<file path="config.mk">
export PLATFORM = sky130hd
export DESIGN_NAME = sync_fifo_param
export DESIGN_NICKNAME = d
export VERILOG_FILES = /design/src/rtl/sync_fifo_param.sv
export SDC_FILE = /design/constraint.sdc
export NUM_CORES = 1
export LEC_CHECK = 0
export CORE_MARGIN = 3
export CORE_UTILIZATION = 51
export DETAILED_ROUTE_END_ITERATION = 8
export GPL_TIMING_DRIVEN = 0
export PLACE_DENSITY = 0.85
export SLEW_MARGIN = 20
export SYNTH_ARGS = -nofsm -noshare
export SYNTH_HDL_FRONTEND = slang
export SYNTH_SLANG_ARGS = --single-unit
</file>
<file path="constraint.sdc">
create_clock -name clk -period 1.95 [get_ports clk]
set_input_delay 0.2925 -clock clk [delete_from_list [all_inputs] [get_ports clk]]
set_output_delay 0.2925 -clock clk [all_outputs]
set_load 0.01 [all_outputs]
</file>
<file path="src/rtl/sync_fifo_param.sv">
// sync_fifo_param: single-clock FIFO on a DEPTH x DATA_W register array.
// Pointers are AW+1 bits and wrap modulo 2*DEPTH. Occupancy and all status
// flags are registered from the next-count value, so they always agree with
// count_o. Accept decisions use only registered flags. There is therefore no
// combinational path from a request input to any output.
module sync_fifo_param #(
   parameter int DATA_W    = 8,
   parameter int DEPTH     = 8,
   parameter int AFULL_TH  = DEPTH - 2,
   parameter int AEMPTY_TH = 2,
   localparam int AW       = $clog2(DEPTH)
) (
   input  logic              clk,
   input  logic              rst_n,
   input  logic              wr_en_i,
   input  logic [DATA_W-1:0] data_i,
   input  logic              rd_en_i,
   output logic [DATA_W-1:0] data_o,
   output logic              rd_valid_o,
   output logic              full_o,
   output logic              empty_o,
   output logic              almost_full_o,
   output logic              almost_empty_o,
   output logic [AW:0]       count_o,
   output logic              overflow_o,
   output logic              underflow_o
);

   localparam logic [AW:0] C_DEPTH  = DEPTH[AW:0];
   localparam logic [AW:0] C_AFULL  = AFULL_TH[AW:0];
   localparam logic [AW:0] C_AEMPTY = AEMPTY_TH[AW:0];
   localparam logic [AW:0] C_ZERO   = '0;
   localparam logic [AW:0] C_ONE    = {{AW{1'b0}}, 1'b1};

   logic [DATA_W-1:0] r_mem [DEPTH];
   logic [AW:0]       r_wr_ptr;
   logic [AW:0]       r_rd_ptr;

   logic              w_wr_acc;
   logic              w_rd_acc;
   logic [AW:0]       w_count_nxt;

   // Accept decisions come from registered flags only.
   always_comb begin
      w_wr_acc    = wr_en_i & ~full_o;
      w_rd_acc    = rd_en_i & ~empty_o;
      w_count_nxt = count_o;
      if (w_wr_acc && !w_rd_acc) begin
         w_count_nxt = count_o + C_ONE;
      end else if (!w_wr_acc && w_rd_acc) begin
         w_count_nxt = count_o - C_ONE;
      end
   end

   // Storage array. It is not reset, but no write is accepted while reset is asserted.
   always_ff @(posedge clk) begin
      if (rst_n && w_wr_acc) begin
         r_mem[r_wr_ptr[AW-1:0]] <= data_i;
      end
   end

   // Pointers, occupancy and flags. The flags are derived from the next count.
   always_ff @(posedge clk) begin
      if (!rst_n) begin
         r_wr_ptr       <= '0;
         r_rd_ptr       <= '0;
         count_o        <= '0;
         full_o         <= 1'b0;
         empty_o        <= 1'b1;
         almost_full_o  <= 1'b0;
         almost_empty_o <= 1'b1;
         overflow_o     <= 1'b0;
         underflow_o    <= 1'b0;
      end else begin
         if (w_wr_acc) begin
            r_wr_ptr <= r_wr_ptr + C_ONE;
         end
         if (w_rd_acc) begin
            r_rd_ptr <= r_rd_ptr + C_ONE;
         end
         count_o        <= w_count_nxt;
         full_o         <= (w_count_nxt == C_DEPTH);
         empty_o        <= (w_count_nxt == C_ZERO);
         almost_full_o  <= (w_count_nxt >= C_AFULL);
         almost_empty_o <= (w_count_nxt <= C_AEMPTY);
         overflow_o     <= wr_en_i & full_o;
         underflow_o    <= rd_en_i & empty_o;
      end
   end

   // Registered read port. data_o holds its last value between accepted reads.
   always_ff @(posedge clk) begin
      if (!rst_n) begin
         data_o     <= '0;
         rd_valid_o <= 1'b0;
      end else begin
         rd_valid_o <= w_rd_acc;
         if (w_rd_acc) begin
            data_o <= r_mem[r_rd_ptr[AW-1:0]];
         end
      end
   end

endmodule

</file>
# After elaboration in Yosys (flattened, before gate mapping)
# Memory sizes are Yosys's and may differ from the RTL's. A register that Yosys moved wholly into a read port is not among the register bits.
# Index checks and enable logic that the tools add are counted.
# totals
memories	1
wordCells	35
ram_bits	64
ff_bits	19
output_inout_bits	19
# classes
add_sub_neg	4
mux	4
n_eq_ne	1
bitwise	6
reduce_logical	7
n_lt_le_gt_ge	2
# memory_table
name	words	word_bits	rd	rd_ports_with_merged_regs	wr	line	rtl
r_mem	8	8	1	1	1	35	logic [DATA_W-1:0] r_mem [DEPTH];
# op_table
operator	n
$add 4x1->4 const B	3
$mux 4	2
$and 1x1->1	4
$eq 4x4->1 const B	1
$ge 4x3->1 const B	1
$le 4x2->1 const B	1
$logic_not 4->1	1
$sub 4x1->4 const B	1
$logic_and 1x1->1	3
$logic_not 1->1	3
$mux 1	2
$not 1->1	2

# Longest topological paths before layout
# Gate-level depths: netlist (run 1).
# logic_depth
depth_word	7
ltp_mapped	5

# Least setup slack after synthesis (run 1)
# OpenSTA, ideal clock, no wires.
# synth_timing
kind	register to register
from	reg full_o
to	mem r_mem[2][0], enable pin
n_path_buf	0
path_stages_with_launch	4
setup_slack_ns	0.062
setup_ns	0.383
t_arrival_ns	1.505
period_less_slack_ns	1.888
path_cell_list	dfxtp_1 -> and2b_4 -> or2b_1 -> nor3_1
# synth_between
elab_chain_len	5
# synth_lines
element	line	rtl
from (decl)	20	output logic full_o,
from (signal assigned)	82	full_o <= (w_count_nxt == C_DEPTH);
$not 1->1	45	w_wr_acc = wr_en_i & ~full_o;
$and 1x1->1	45	
$logic_and 1x1->1	57	if (rst_n && w_wr_acc) begin
$mux 1	57	
$mux 1 (not written as such)	58	r_mem[r_wr_ptr[AW-1:0]] <= data_i;
to (decl)	35	
# Every way passes these cells.

# Worst setup path after layout (run 1)
# layout_timing
from	in wr_en_i
to	mem r_mem[6][2], enable pin
# layout_between
elab_chain_len	4
# layout_lines
element	line	rtl
from (decl)	15	input logic wr_en_i,
$and 1x1->1	45	
$logic_and 1x1->1	57	
$mux 1	57	
$mux 1 (not written as such)	58	
# Every way passes these cells.

==> results of run 1 <==
-- state kept, by name, indices dropped and copies added, names as in the netlist --
| register | cells |
|---|---|
| data_o | 8 |
| r_mem | 64 |
| rd_valid_o | 1 |
| empty_o | 1 |
| full_o | 1 |
| overflow_o | 1 |
| underflow_o | 1 |
| almost_full_o | 1 |
| r_rd_ptr | 3 |
| r_wr_ptr | 3 |
| count_o | 4 |
| almost_empty_o | 1 |
-- Yosys cell counts, types with 5 or more instances --
library cell	number
sky130_fd_sc_hd__and2_1	5
sky130_fd_sc_hd__edfxtp_1	64
sky130_fd_sc_hd__mux4_2	16
sky130_fd_sc_hd__dfxtp_1	25
sky130_fd_sc_hd__nor2_1	5
sky130_fd_sc_hd__nand2_1	12
sky130_fd_sc_hd__mux2i_1	8
sky130_fd_sc_hd__o21ai_0	10
sky130_fd_sc_hd__a21oi_1	10
sky130_fd_sc_hd__nor3_1	5
-- power by group --
| part | switching, mW | internal [mW] | total, mW |
|---|---|---|---|
| combinational | 0.343 | 0.384 | 0.726 |
| sequential | 0.0698 | 2.12 | 2.19 |
| clock | 0.676 | 0.777 | 1.45 |
| total | 1.09 | 3.28 | 4.37 |
-- worst max-delay path, stage by stage --
cell	delay (ns)
sky130_fd_sc_hd__clkdlybuf4s50_1	0.54
sky130_fd_sc_hd__and2b_4	0.22
sky130_fd_sc_hd__or2b_1	0.32
sky130_fd_sc_hd__nor2_1	0.76
-- final timing paths --
check	from	endpoint	slack (ns)
max	wr_en_i	r_mem[6][2]	-0.20
min	rst_n	count_o[0]	0.41
max reg2reg	full_o	r_mem[6][2]	-0.13
min reg2reg	r_wr_ptr[0]	r_wr_ptr[0]	0.51
-- through the flow --
step	instances	setup TNS, ns	power [mW]	area [um2]
2_1_floorplan	209	0	2.68	3500
3_3_place_gp	315	-38.86	2.94	3890
3_5_place_dp	315	-28.14	2.96	3910
4_1_cts	331	-4.95	4.40	4150
5_1_grt	331	-7.49	4.55	4160
6_report	331	-4.89	4.37	4160
-- area by class of cell --
class | instances | area (um2) | area share, %
Sequential cell | 89 | 2420 | 58.2
Multi-Input combinational cell | 109 | 1060 | 25.5
Timing Repair Buffer | 29 | 290 | 6.98
Clock buffer | 10 | 138 | 3.31
Clock inverter | 6 | 97.6 | 2.35
Tap cell | 77 | 96.3 | 2.32
Buffer | 9 | 48.8 | 1.17
Inverter | 2 | 7.51 | 0.181
-- cell usage in the layout, fill, tap and decap left out, types with 4 or more instances in the layout --
master	n
sky130_fd_sc_hd__edfxtp_1	64
sky130_fd_sc_hd__clkdlybuf4s50_1	29
sky130_fd_sc_hd__dfxtp_1	25
sky130_fd_sc_hd__mux4_2	16
sky130_fd_sc_hd__nand2_1	12
sky130_fd_sc_hd__a21oi_1	10
sky130_fd_sc_hd__o21ai_0	10
sky130_fd_sc_hd__clkbuf_8	10
sky130_fd_sc_hd__mux2i_1	8
sky130_fd_sc_hd__and2_1	5
sky130_fd_sc_hd__clkbuf_1	4
sky130_fd_sc_hd__xnor2_1	4
sky130_fd_sc_hd__ha_1	4
-- per-layer routing --
metal  routed length, um  part of all wire, %
met5                   0                    0
met1                2670                   41
met3                 425                  6.5
met4                  38                 0.58
met2                3380                   52
-- cell families (layout without fill, tap and decap cells) --
logic type / Yosys count / after routing
compound gates: 29 / 29
xor+xnor: 4 / 4
fa+ha+maj: 4 / 4
buf+inv: 11 / 56
flops: 89 / 89
mux: 27 / 27
simple gates: 45 / 45
-- what timing repair did --
item | in CTS | in global routing
setup endpoints to repair | 48 | 40
gates resized for setup | 3 | 1
hold buffers | 0 | 0
pin swaps | 0 | 0
==> impl_summary.md, run 1 <==
Outcome
The flow ran to the end, but the final reports show violations. The checks that failed: negative setup slack.

Global routing
The most used routing layer in global routing is met2. Global routing consumed, on the met2 layer, between 30% and 40% of the routing resources. For this run the aggregate overflow at the end of global routing stands at 0. The number of global-route vias before repair is around 1900.

The first-pass GRT wire length is 10.1 mm. Entering global routing, the biggest net connects 17 pins. Global routing used 18.2% of the available tracks across all layers. The global-route met3 utilization is roughly 5.2%. The initial antenna violation count was 0. The met1 track utilization from global routing is between 20% and 30%.

Clock tree
After clock tree synthesis, the setup repair step added 0 buffers. The clock latency at the later pin of the worst-skew pair is 0.35 ns. The clock passes through at most 2 buffers. TritonCTS built the clock tree. The cell chosen for the clock root is sky130_fd_sc_hd__clkbuf_8. The clock transition at the registers of the reported paths is 0.09 ns.

Clock tree synthesis found a total of around 90 sinks. Counting the buffers created by CTS gives 9. The maximum level of the CTS H-tree is 3.

Timing
The count of endpoints failing hold in the final timing report is 0. The worst path setup slack after routing is -0.204 ns. The worst slack on hold paths is 0.412 ns. The transition at the pin with the smallest max-transition slack is 0.963 ns.

The smallest clock period supported by the final layout is computed as about 2.2 ns. Timing would allow up to 464 MHz. The setup clock skew after layout is between 0.008 and 0.009 ns.

Headroom to the max-slew limit came out at ~36%. The final count of pins violating max slew came to 0. Setup repair after global routing could not meet its margin everywhere.

The ratio of final minimum period to clock period is 110%. Setup violations remaining at the end of the flow were counted as 32.

Route
The total DRC errors in the routed layout is 0. For this run, the detailed router's first-pass iteration total came to 4. The DRC marker count from the first detailed-route iteration is 211.

Once detail routing completed, the nets flagged for antenna violations numbered 0. The via-per-instance ratio is between 5 and 6. Dividing the detail-routed wire length by the instance count gives between 15 and 20 um. Summed over all layers, the routed wires come to roughly 6.5 mm. The number of vias in the routed layout is 1918.

Die
From bottom edge to top edge, the die measures 88.8 um. The floorplan step defined a die boundary enclosing about 8000 um2. The total area inside the core boundary comes to about 6500 um2. In this run the horizontal extent of the chip is 88.8 um.

The number of rows in the core area is 29. Once the floorplan was initialized, standard cells occupied between 50% and 60% of the core. The boundary pin count is 31.

Logic synthesis
The net count after synthesis is 225. In the synthesized netlist the async set-or-reset flop fraction comes to 0%. During synthesis, Yosys emitted a total of 0 warnings. After Yosys synthesis, full adders, half adders and majority gates account for under 10% of the synthesized area. The prevailing post-synth register cell is sky130_fd_sc_hd__edfxtp_1. The netlist uses 38 different library cells. Summing the areas of all compound-gate instances in the mapped netlist gives ~5.2% of the synthesized area. Ranked by total cell area, the synthesized netlist is headed by sky130_fd_sc_hd__edfxtp_1 (55%), sky130_fd_sc_hd__dfxtp_1 (14%), sky130_fd_sc_hd__mux4_2 (10%). The share of Yosys cell area claimed by the top area cell type is 54.9%. The combinational family with the most area after synthesis is multiplexers. Counting flops and latches in the post-synthesis netlist gives approximately 90. The multiplexer share of the synthesized area is a little over an eighth.

After Yosys synthesis, XOR and XNOR cells account for under 10% of the synthesized area. The largest total area in the synthesized netlist belongs to sky130_fd_sc_hd__edfxtp_1. The average instance in the mapped netlist occupies about 17 um2. The sequential fraction of the synthesis area is between 60% and 70%.

After Yosys synthesis, and, or, nand and nor cells account for 7.83% of the synthesized area. The cell area that synthesis handed to floorplanning was between 3000 and 4000 um2. In this run, synthesis inferred 64 flip-flops with an integrated enable.

Synthesis produced a netlist whose cell count is 209.

Cells and area
The layout-stage area growth over the synthesis result is 18.8%. The count of nets after finishing is ~270. Once layout is complete, the utilization of the core stands at between 60% and 70%. The number of antenna diodes is 0. The fraction of layout instances using a drive strength above 1 is roughly 23%.

The fill cell total of the finished layout is around 450.

Worst setup path
The worst register-to-register path has a depth of 3. The critical path arrival is 2.13 ns. The worst setup path is captured at a flip-flop. The worst-path maximum fanout is 8. The critical path in this run is classified as in2reg. STA classifies the critical path startpoint as an input port. The required time of the critical path is 1.93 ns.

Power and ir drop
The highest ir drop seen on vdd is 0.000570 V. The leakage power figure is between 1 and 1.5 nW. The power per cell area is ~1100 nW/um2.

Placement
Routability-driven placement finished with a final weighted congestion of about 0.77. OpenSTA, run right after detailed placement, puts the worst setup slack at -0.569 ns. The number of port buffers is 29. Once detailed placement completed, the half-perimeter wirelength came to 4.08 mm.

Hold path
The worst hold path belongs to the class in2reg. Counting instances, the worst hold path has a depth of 2.

Run
The tool flagged a number of max-cap violations equal to 0.
Power figures use the tool's default switching activity.
==> run 2: changes to the inputs <==
Settings changed: CELL_PAD_IN_SITES_DETAIL_PLACEMENT set to 0, CELL_PAD_IN_SITES_GLOBAL_PLACEMENT set to 2, CORE_UTILIZATION 51 to 38.
==> run 2 against run 1 <==
Compared with the run above: the run now ends clean; global-route usage down 4.2 points; worst setup slack better by 0.32 ns; core utilization down 17 points; combinational power up 2%; hold slack better by 0.042 ns; via count down 0.89%; first-iteration DRC count down 39%; wire length up 2.6%; maximum frequency up 17%; cell area up 0.69%; cell count up 10%; critical path type unchanged; largest cell class unchanged; largest power group unchanged.
==> impl_summary.md, run 2 (synthesized netlist as in run 1, its figures left out) <==
Cells and area
The layout-stage area growth over the synthesis result was 19.7% (was 18.8%). The utilization after layout is 47.3% (was 64.0%). The most common cell after layout, fill and taps aside is sky130_fd_sc_hd__edfxtp_1 (unchanged). The number of flip-flops in the largest register is 64 (unchanged).

The count of nets after finishing was 268 (was 265). The number of antenna diodes was 0 (unchanged). The fraction of layout instances using a drive strength above 1 is 24.5% (was 22.8%). Highest-count cells in the layout ignoring fill and taps: sky130_fd_sc_hd__edfxtp_1 (64), sky130_fd_sc_hd__clkdlybuf4s50_1 (29), sky130_fd_sc_hd__dfxtp_1 (25) (unchanged).

Power and ir drop
The leakage power figure is 1.34 nW (was 1.36 nW). The highest ir drop seen on vdd came to 0.000383 V (was 0.000570 V). The overall power after layout is 4.08 mW (was 4.37 mW).

The power per cell area is 973 nW/um2 (was 1050 nW/um2).

Worst setup path
Sequence of cells on the critical path: clkdlybuf4s50_1 -> and2b_4 -> nand2_1 -> nor2_2 (was clkdlybuf4s50_1 -> and2b_4 -> or2b_1 -> nor2_1). The worst-case register-to-register setup slack is 0.13 ns (was -0.13 ns). The critical path arrival is 1.82 ns (was 2.13 ns). The largest delay contributor family on the critical path is simple AND/OR/NAND/NOR gates (unchanged). The worst stage delay on the critical path is 0.56 ns (was 0.76 ns).

The critical register-to-register path startpoint is r_wr_ptr[1] (was full_o). The length in cells of the worst reg-to-reg path came to 2 (was 3). The critical path buffer and inverter count was 1 (unchanged). The required time of the critical path is 1.94 ns (was 1.93 ns).

The end of the worst register-to-register path is r_mem[1][3] (was r_mem[6][2]). The element type at the critical path end is a flip-flop (unchanged). The classification of the worst setup path is in2reg (unchanged). The critical path launch point type is an input port (unchanged). The library cell contributing the largest single delay on the critical path is sky130_fd_sc_hd__nor2_2 (was sky130_fd_sc_hd__nor2_1). The worst-path maximum fanout was 8 (unchanged).

Die
The die boundary width is 102 um (was 88.8 um). The die boundary height is 102 um (was 88.8 um). The area of the die is 10400 um2 (was 7890 um2). The area of the placeable core was 8850 um2 (was 6490 um2). The boundary pin count is 31 (unchanged).

The starting utilization of the core area is 39.6% (was 53.9%). The number of rows in the core area is 34 (was 29).

Placement
The number of port buffers came to 29 (unchanged). The last weighted congestion value of the routability-driven placer is 0.719 (was 0.768). The post-DP HPWL is 4.48 mm (was 4.08 mm).

The placement-stage worst setup slack is -0.578 ns (was -0.569 ns).

Hold path
The cell depth of the worst hold path is 2 (unchanged). The class of the most critical hold timing path is in2reg (unchanged). The worst hold path startpoint is rst_n (unchanged).

The worst min-delay path endpoint is count_o[0] (unchanged).

Clock tree
The number of buffers created by CTS is 9 (unchanged). The cell chosen for the clock root is sky130_fd_sc_hd__clkbuf_8 (unchanged). The number of sinks driven by the clock tree was 89 (unchanged). The worst-case clock buffer depth is 2 (unchanged). The clock latency at the later pin of the worst-skew pair is 0.35 ns (about the same).

The number of buffers inserted by hold repair at cts is 0 (unchanged). The clock tree from TritonCTS is built (unchanged). The clock transition at the registers of the reported paths is 0.08 ns (was 0.09 ns). The maximum level of the CTS H-tree is 3 (unchanged).

Route
The residual antenna-violating net count after detailed routing came to 0 (unchanged). The number of vias in the routed layout was 1901 (was 1918). The routed wire length came to 6.68 mm (was 6.51 mm).

The DRC marker count from the first detailed-route iteration is 128 (was 211). The number of search-and-repair iterations in the first detailed-routing pass is 6 (was 4). The via-per-instance ratio is 5.21 (was 5.79). The total DRC errors in the routed layout came to 0 (unchanged).

The final routed wire length divided by cell count came to 18.3 um (was 19.7 um).

Global routing
The total global routing track utilization is 14.0% (was 18.2%). The initial antenna violation count is 0 (unchanged). The number of global-route vias before repair is 1924 (was 1911). The largest net degree at the start of global routing was 17 (unchanged). The first-pass GRT wire length is 10.6 mm (was 10.1 mm).

The sum of overflow across all layers after global routing is 0 (unchanged).

Timing
The setup clock skew after layout was 0.0139 ns (was 0.00887 ns). The post-route minimum period was 1.84 ns (was 2.15 ns). Unrepaired setup endpoints after global routing: no (was yes). The transition at the pin with the smallest max-transition slack is 0.607 ns (was 0.963 ns). The worst path setup slack after routing was 0.115 ns (was -0.204 ns).

The final count of pins violating max slew is 0 (unchanged). The ratio of final minimum period to clock period came to 94.1% (was 110%). The relative slew slack is 59.5% (was 35.6%).

The top achievable clock speed came to 545 MHz (was 464 MHz). The count of endpoints failing hold in the final timing report is 0 (unchanged). The number of endpoints failing setup at the final stage was 0 (was 32).

Run
The max-capacitance violation count is 0 (unchanged).

Outcome
Result of the run: finished, final reports clean (was finished, violations left).
[run 2: cell count changes in the layout (fill, tap and decap cells not counted), sizes merged]
cell	previous run	this run
clkinv	1	0
clkinvlp	0	3
bufinv	2	0
buf	5	8
[run 2: worst max-delay path by stage]
stage                       start          end  slack [ns]  cells after the start
after floorplan            full_o  r_mem[2][0]        0.06                      3
after global placement    wr_en_i  r_mem[2][2]       -1.06                      4
after detailed placement  wr_en_i  r_mem[0][6]       -0.58                      4
after CTS                 wr_en_i  r_mem[4][3]       -0.12                      4
after global routing      wr_en_i  r_mem[1][3]       0.009                      4
final                     wr_en_i  r_mem[1][3]        0.11                      4
[run 2: timing repair]
item / CTS / global route
gates resized for setup: 3 / 7
endpoints found under the setup margin: 44 / 40
setup buffers: 0 / 1
[run 2: metrics by stage]
stage	cells	hold slack (ns)	instance area [um2]	setup TNS, ns
after global routing	365	0.477	4190	0
after global placement	346	0.487	3930	-42.77
after detailed placement	348	0.492	3960	-27.31
after CTS	364	0.442	4140	-2.06
after floorplan	209	0.391	3500	0
final	365	0.454	4190	0
[run 2: power by group]
group	switching [mW]	internal, mW	total [mW]
sequential	0.0680	2.12	2.19
combinational	0.351	0.387	0.738
clock	0.670	0.477	1.15
[run 2: per-layer routing]
layer  vias up  wire length [um]  part of all wire, %  track usage, %
li1        892                 -                    -               -
met3         9               173                  2.6            2.05
met4         0               126                  1.9            6.46
met2        31              3330                   50            22.0
met5         -                 0                    0               0
met1       969              3050                   46            19.4
[run 2: area by class of cell]
cell class	count	area, um2
Fill cell	789	4660
Inverter	2	7.51
Buffer	9	48.8
Tap cell	108	135
Sequential cell	89	2420
Timing Repair Buffer	32	313
Clock buffer	10	128
Clock inverter	6	48.8
Multi-Input combinational cell	109	1080
[run 2: worst register-to-register path: cells and delay by family, from the launching register on]
kind	cells	cell delay (ns)
and+or+nand+nor	2	1.05
DFF	1	0.41
